### src/rtl/rf_wb_scheduler.sv
// Write-back scheduler and scoreboard for the 8x16 register file: round-robin
// sharing of the single write port between ALU and load results, plus RAW/WAW issue stall.
module rf_wb_scheduler #(
    parameter int NREG = 8,
    parameter int DW   = 16,
    parameter int AW   = 3
) (
    input  logic            I_clk,
    input  logic            I_rst_n,
    input  logic            I_iss_valid,
    input  logic            I_iss_useA,
    input  logic            I_iss_useB,
    input  logic [AW-1:0]   I_iss_srcA,
    input  logic [AW-1:0]   I_iss_srcB,
    input  logic            I_iss_wr,
    input  logic [AW-1:0]   I_iss_dst,
    output logic            o_iss_ready,
    input  logic            I_alu_valid,
    input  logic [AW-1:0]   I_alu_dst,
    input  logic [DW-1:0]   I_alu_data,
    output logic            o_alu_ready,
    input  logic            I_mem_valid,
    input  logic [AW-1:0]   I_mem_dst,
    input  logic [DW-1:0]   I_mem_data,
    output logic            o_mem_ready,
    input  logic            I_flush,
    output logic            o_rf_en,
    output logic            o_rf_we,
    output logic [3:0]      o_rf_selD,
    output logic [DW-1:0]   o_rf_dataD,
    output logic [NREG-1:0] o_busy,
    output logic            o_err
);

    typedef enum logic {PRI_MEM, PRI_ALU} pri_t;

    pri_t            pri_q, pri_d;
    logic [NREG-1:0] busy_q, busy_d;
    logic            err_q;
    logic            grant_alu, grant_mem, wb_grant, iss_fire, err_hit;
    logic [AW-1:0]   wb_dst;
    logic [DW-1:0]   wb_data;

    // Arbiter: the granted source always hands priority to the other one.
    always_comb begin
        pri_d     = pri_q;
        grant_alu = 1'b0;
        grant_mem = 1'b0;
        if (I_alu_valid && I_mem_valid) begin
            if (pri_q == PRI_MEM) begin
                grant_mem = 1'b1;
                pri_d     = PRI_ALU;
            end else begin
                grant_alu = 1'b1;
                pri_d     = PRI_MEM;
            end
        end else if (I_alu_valid) begin
            grant_alu = 1'b1;
            pri_d     = PRI_MEM;
        end else if (I_mem_valid) begin
            grant_mem = 1'b1;
            pri_d     = PRI_ALU;
        end
    end

    always_ff @(posedge I_clk or negedge I_rst_n) begin
        if (!I_rst_n) pri_q <= PRI_MEM;
        else          pri_q <= pri_d;
    end

    assign wb_grant = grant_alu | grant_mem;
    assign wb_dst   = grant_alu ? I_alu_dst  : I_mem_dst;
    assign wb_data  = grant_alu ? I_alu_data : I_mem_data;

    // Stall decision uses only registered busy; a write-back granted this cycle
    // frees its register for issue in the next cycle.
    assign o_iss_ready = !I_flush
                       && !(I_iss_useA && busy_q[I_iss_srcA])
                       && !(I_iss_useB && busy_q[I_iss_srcB])
                       && !(I_iss_wr   && busy_q[I_iss_dst]);
    assign iss_fire    = I_iss_valid && o_iss_ready && I_iss_wr;
    assign err_hit     = wb_grant && !I_flush && !busy_q[wb_dst];

    // Set applied after clear so a same-edge issue to the written register stays busy.
    always_comb begin
        busy_d = busy_q;
        if (wb_grant) busy_d[wb_dst] = 1'b0;
        if (I_flush)  busy_d = '0;
        if (iss_fire) busy_d[I_iss_dst] = 1'b1;
    end

    always_ff @(posedge I_clk or negedge I_rst_n) begin
        if (!I_rst_n) begin
            busy_q <= '0;
            err_q  <= 1'b0;
        end else begin
            busy_q <= busy_d;
            if (err_hit) err_q <= 1'b1;
        end
    end

    // Output stage: one-cycle write strobe, address/data hold between writes.
    always_ff @(posedge I_clk or negedge I_rst_n) begin
        if (!I_rst_n) begin
            o_rf_en    <= 1'b0;
            o_rf_we    <= 1'b0;
            o_rf_selD  <= '0;
            o_rf_dataD <= '0;
        end else begin
            o_rf_en <= 1'b1;
            o_rf_we <= wb_grant;
            if (wb_grant) begin
                o_rf_selD  <= {{(4-AW){1'b0}}, wb_dst};
                o_rf_dataD <= wb_data;
            end
        end
    end

    assign o_alu_ready = grant_alu;
    assign o_mem_ready = grant_mem;
    assign o_busy      = busy_q;
    assign o_err       = err_q;

endmodule

### config.mk
export PLATFORM = sky130hd
export DESIGN_NAME = rf_wb_scheduler
export DESIGN_NICKNAME = d
export VERILOG_FILES = /design/src/rtl/rf_wb_scheduler.sv
export SDC_FILE = /design/constraint.sdc
export NUM_CORES = 1
export LEC_CHECK = 0
export CORE_ASPECT_RATIO = 0.75
export CORE_UTILIZATION = 43
export CTS_BUF_LIST = sky130_fd_sc_hd__clkbuf_8
export DETAILED_ROUTE_END_ITERATION = 8
export PLACE_DENSITY = 0.83
export SLEW_MARGIN = 25
export SYNTH_ARGS = -nofsm -noshare
export SYNTH_HDL_FRONTEND = slang
export SYNTH_SLANG_ARGS = --single-unit
### constraint.sdc
create_clock -name I_clk -period 2.2 [get_ports I_clk]
set_input_delay 0.44 -clock I_clk [delete_from_list [all_inputs] [get_ports I_clk]]
set_output_delay 0.44 -clock I_clk [all_outputs]
set_load 0.01 [all_outputs]
-- After elaboration in Yosys (flattened, before gate mapping)
Cells that the tools add are included.
- reductions and logical operators: 19
- bitwise gates (word level): 4
- $lt $le $gt $ge: 6
- multiplexer cells: 27
- operators with widths (operator ; number):
    $mux W8 ; 3
    $lt A3 B4 Y1 const B ; 4
    $mux W1 ; 16
    $mux W16 ; 1
    $logic_and A1 B1 Y1 ; 13
    $bmux W1 S3 ; 4
    $and A8 B8 Y8 ; 1
    $not A8 Y8 ; 1
    $or A8 B8 Y8 ; 1
    $demux W1 S3 ; 2
    $ge A3 B1 Y1 const B ; 2
    $logic_not A1 Y1 ; 5
    $mux W3 ; 1
    $reduce_bool A3 Y1 ; 1
    $or A1 B1 Y1 ; 1
- logic and storage cells: 63
- bits in registers: 31
- bits of input ports: 56
- output and inout bits: 34

-- Longest topological paths before layout
- word-level depth: 13
- depth in mapped cells: 7
- gate-level depth less buffers: 6

-- Worst setup path before layout
OpenSTA, ideal clock, no wires.
- kind: input -> output
- from: in I_iss_srcB[0]
- to: out o_iss_ready
- stages: 5
- slack: 74 ps
- data arrival time: 1686 ps
- path buffers: 0
- required time: 1760 ps
- cells stage by stage: mux4_1 -> mux2_4 -> a21oi_4 -> nand2_1 -> a21oi_1
- longest elaborated chain between the ends: 6
- ends and longest elaborated chain (item ; line ; text):
    start, declared ; 14 ; input logic [AW-1:0] I_iss_srcB,
    $bmux W1 S3 ; 79 ; && !(I_iss_useB && busy_q[I_iss_srcB])
    $mux W1 (implied by the code) ; 79 ;
    $logic_and A1 B1 Y1 ; 79 ;
    $logic_not A1 Y1 ; 79 ;
    $logic_and A1 B1 Y1 ; 79 ;
    $logic_and A1 B1 Y1 ; 80 ; && !(I_iss_wr && busy_q[I_iss_dst]);
    end, declared ; 17 ; output logic o_iss_ready,
No other way between the ends. The select of a mux whose other input is x is not followed.

-- Worst setup path in the final report
- from: reg busy_q[7], in the netlist o_busy[7]
- to: out o_iss_ready
- longest elaborated chain between the ends: 7
- elaborated cells on any way between the ends: 15
- classes of those cells: mux (6); reduce/logical (9)
- ends and longest elaborated chain (item ; line ; text):
    start, declared ; 38 ; logic [NREG-1:0] busy_q, busy_d;
    start signal, assigned ; 97 ; busy_q <= busy_d;
    $bmux W1 S3 ; 78 ; && !(I_iss_useA && busy_q[I_iss_srcA])
    $mux W1 (implied by the code) ; 78 ;
    $logic_and A1 B1 Y1 ; 78 ;
    $logic_not A1 Y1 ; 78 ;
    $logic_and A1 B1 Y1 ; 78 ;
    $logic_and A1 B1 Y1 ; 79 ;
    $logic_and A1 B1 Y1 * ; 80 ;
Mark *: on every way between the ends. The rest lies on a longest branch, timed or not. The select of a mux whose other input is x is not followed.

==> results.ini <==
[clock_network]
root_buffer = clkbuf_8
clk_pin_slew_worst_paths_ps = 60
clock_latency_ps = 270
hold_buffers = 0
htree_levels = 2
cts_buffers = 5
clk_path_buf_depth = 2
cts_tree = yes
cts.sinks = 31

[setup_path]
r2r-start = o_busy[7]$_DFF_PN0_
crit_path_start_kind = register
cp.arrival_ps = 1910
path_max_fanout = 4
cp_cell_sequence = mux4_2 -> mux2_4 -> a21oi_4 -> nand2_2 -> a21oi_2 -> buf_2
rrSetupSlack_ps = 160
worstSetupEndpointType = primary output
crit_start = o_busy[7]$_DFF_PN0_
max_stage_delay_ps = 480
required_ps = 1760
cp_slowest_cell = mux4_2
timing.rr.end = o_busy[0]$_DFF_PN0_
critical_path_buf_inv_count = 1
reg2reg_depth = 7
worstSetupPathType = reg -> out
critPathTopFamily = multiplexers

[floorplanning]
die_w_um = 79.3
core_area_um2 = 4180
die_h_um = 60.0
start_util_pct = 46.2
io_pins = 90
dieArea_um2 = 4760
core.rowCount = 20

[cells_and_area]
fillers = 291
design.final.nets = 385
syn_to_final_growth_pct = 65.2
final_area_um2 = 3190
seqCellArea_um2 = 777
layout_common_cells = clkdlybuf4s50_1 (81), nor2_1 (39), buf_4 (37)
drive_above_1_share_pct = 22.7
num_antenna_cells = 0
multi_input_area_um2 = 1080
fin_util_pct = 76.3
final_common_cell = clkdlybuf4s50_1

[sta]
rsz0062_at_grt = yes
skew_ps = 3.55
worst_hold_slack_ps = 485
finalSetupViolCount = 1
final_hold_viol_count = 0
fin_crit_sh_pct = 107
maxSlewViolCount = 0
max_freq_mhz = 426
worst_slack_ps = -146
min_period_ps = 2350
fin_tns_setup_ps = -146

[yosys]
netlist_area_um2 = 1930
yosysWarningCount = 0
synth-seq-cells = 31
syn_avg_cell_area_um2 = 9.32
ys_types = 42
synth-edff-count = 0
synth_fp_nets = 263
synth_ff_type = dfrtp_1
syn_inst = 207
ys_seq_area_share_pct = 40.2
async_flop_share_pct = 100

[worst_hold_path]
min_to = o_err$_DFFE_PN0P_
hold_start = o_err$_DFFE_PN0P_
hold_depth = 2
hold_path_class = reg -> reg

[power_and_ir_drop]
ir_worst_vdd_v = 0.000425
p_leak_nw = 1.36
power_density_nw_per_um2 = 507

[route]
wirelength_um = 6200
dr_total_vias = 2122
drt-wirelength-per-cell_um = 16.1
drc_errors = 0
first_pass_iters = 4
vias_per_cell = 5.51
postRouteAntennaNets = 0
first_iter_violations = 130

[global_routing]
grt_antenna_before_repair = 0
grt_max_degree = 32
grt_pass1_vias = 2075
grt_pass1_wl_um = 9910
overflow = 0
grt_usage_pct = 28.1

[placement]
port_buffers = 88
dp_hpwl_um = 4840
placed_cell_area_um2 = 3110
gp_congestion = 0.893

[job]
drv_cap = 0

[status]
status = complete, but fails checks
violations = negative setup slack

## registers in the layout, summed over array words and instances (netlist names)
register    cells
o_rf_en         1
o_rf_we         1
o_err           1
o_rf_dataD     16
o_rf_selD       3
o_busy          8
pri_q           1
## power by group
part / switching [W] / internal, W / leakage, nW
Sequential: 0.0000301 / 0.000625 / 0.369
Clock: 0.000195 / 0.000212 / 0.0505
Combinational: 0.000239 / 0.000315 / 0.939
Total: 0.000464 / 0.00115 / 1.36
## worst register-to-register path: cells and delay by family, from the launching register on
kind,cells,cell delay [ps]
buffers and inverters,2,230
flip-flops,1,430
AO/OA/AOI/OAI,2,400
AND/OR/NAND/NOR,1,110
multiplexers,2,760
## metrics by stage
stage / setup slack (ps) / power [W] / std cells
3_3_place_gp: -901 / 0.00120 / 376
4_1_cts: -169 / 0.00162 / 384
5_1_grt: -229 / 0.00170 / 385
2_1_floorplan: 73.7 / 0.000881 / 207
3_5_place_dp: -929 / 0.00121 / 376
6_report: -146 / 0.00162 / 385
## area by class of cell
class | count | share of cell area, %
Clock buffer | 5 | 2.16
Clock inverter | 3 | 0.393
Inverter | 7 | 0.824
Multi-Input combinational cell | 159 | 34.0
Sequential cell | 31 | 24.4
Tap cell | 55 | 2.16
Timing Repair Buffer | 125 | 36.0
## Yosys cell counts (3+ instances only)
cell       n  area, µm²
nand2_1   15       56.3
inv_1      7       26.3
nor2_1    39        146
clkbuf_1   6       22.5
dfrtp_1   31        776
o22ai_1   16        100
o311ai_0   5       43.8
o21ai_0    5       25.0
o31ai_1    3       22.5
mux2i_1    7       70.1
nand3_1    7       35.0
o21ai_1    4       20.0
a21oi_1    7       35.0
mux2_2    17        191
## routing by layer
metal | wire (µm) | GRT usage [%]
met1 | 2790 | 38.3
met2 | 2840 | 46.2
met3 | 490 | 5.04
met4 | 74 | 8.05
met5 | 0 | 0
## worst max-delay path by stage
| stage | endpoint | slack [ps] | cells past startpoint |
|---|---|---|---|
| 6_report | o_iss_ready | -150 | 6 |
| 5_1_grt | o_iss_ready | -230 | 6 |
| 4_1_cts | o_iss_ready | -170 | 6 |
| 3_5_place_dp | o_iss_ready | -930 | 7 |
| 3_3_place_gp | o_iss_ready | -900 | 7 |
| 2_1_floorplan | o_iss_ready | 70 | 5 |
## logic make-up after synthesis
kind of cell	Yosys count	share of synthesized area (%)
DFF	31	40.2
AOI/OAI and AO/OA	56	19.9
and+or+nand+nor	71	15.9
muxes	30	20.0
buffers and inverters	17	3.63
other	2	0.389
## timing repair
| item | CTS | global route |
|---|---|---|
| gates resized for setup | 16 | 3 |
| setup buffers | 0 | 1 |
| pin swaps | 2 | 1 |
| endpoints found under the setup margin | 6 | 1 |
Note: power is estimated with default switching activity, not from simulation.
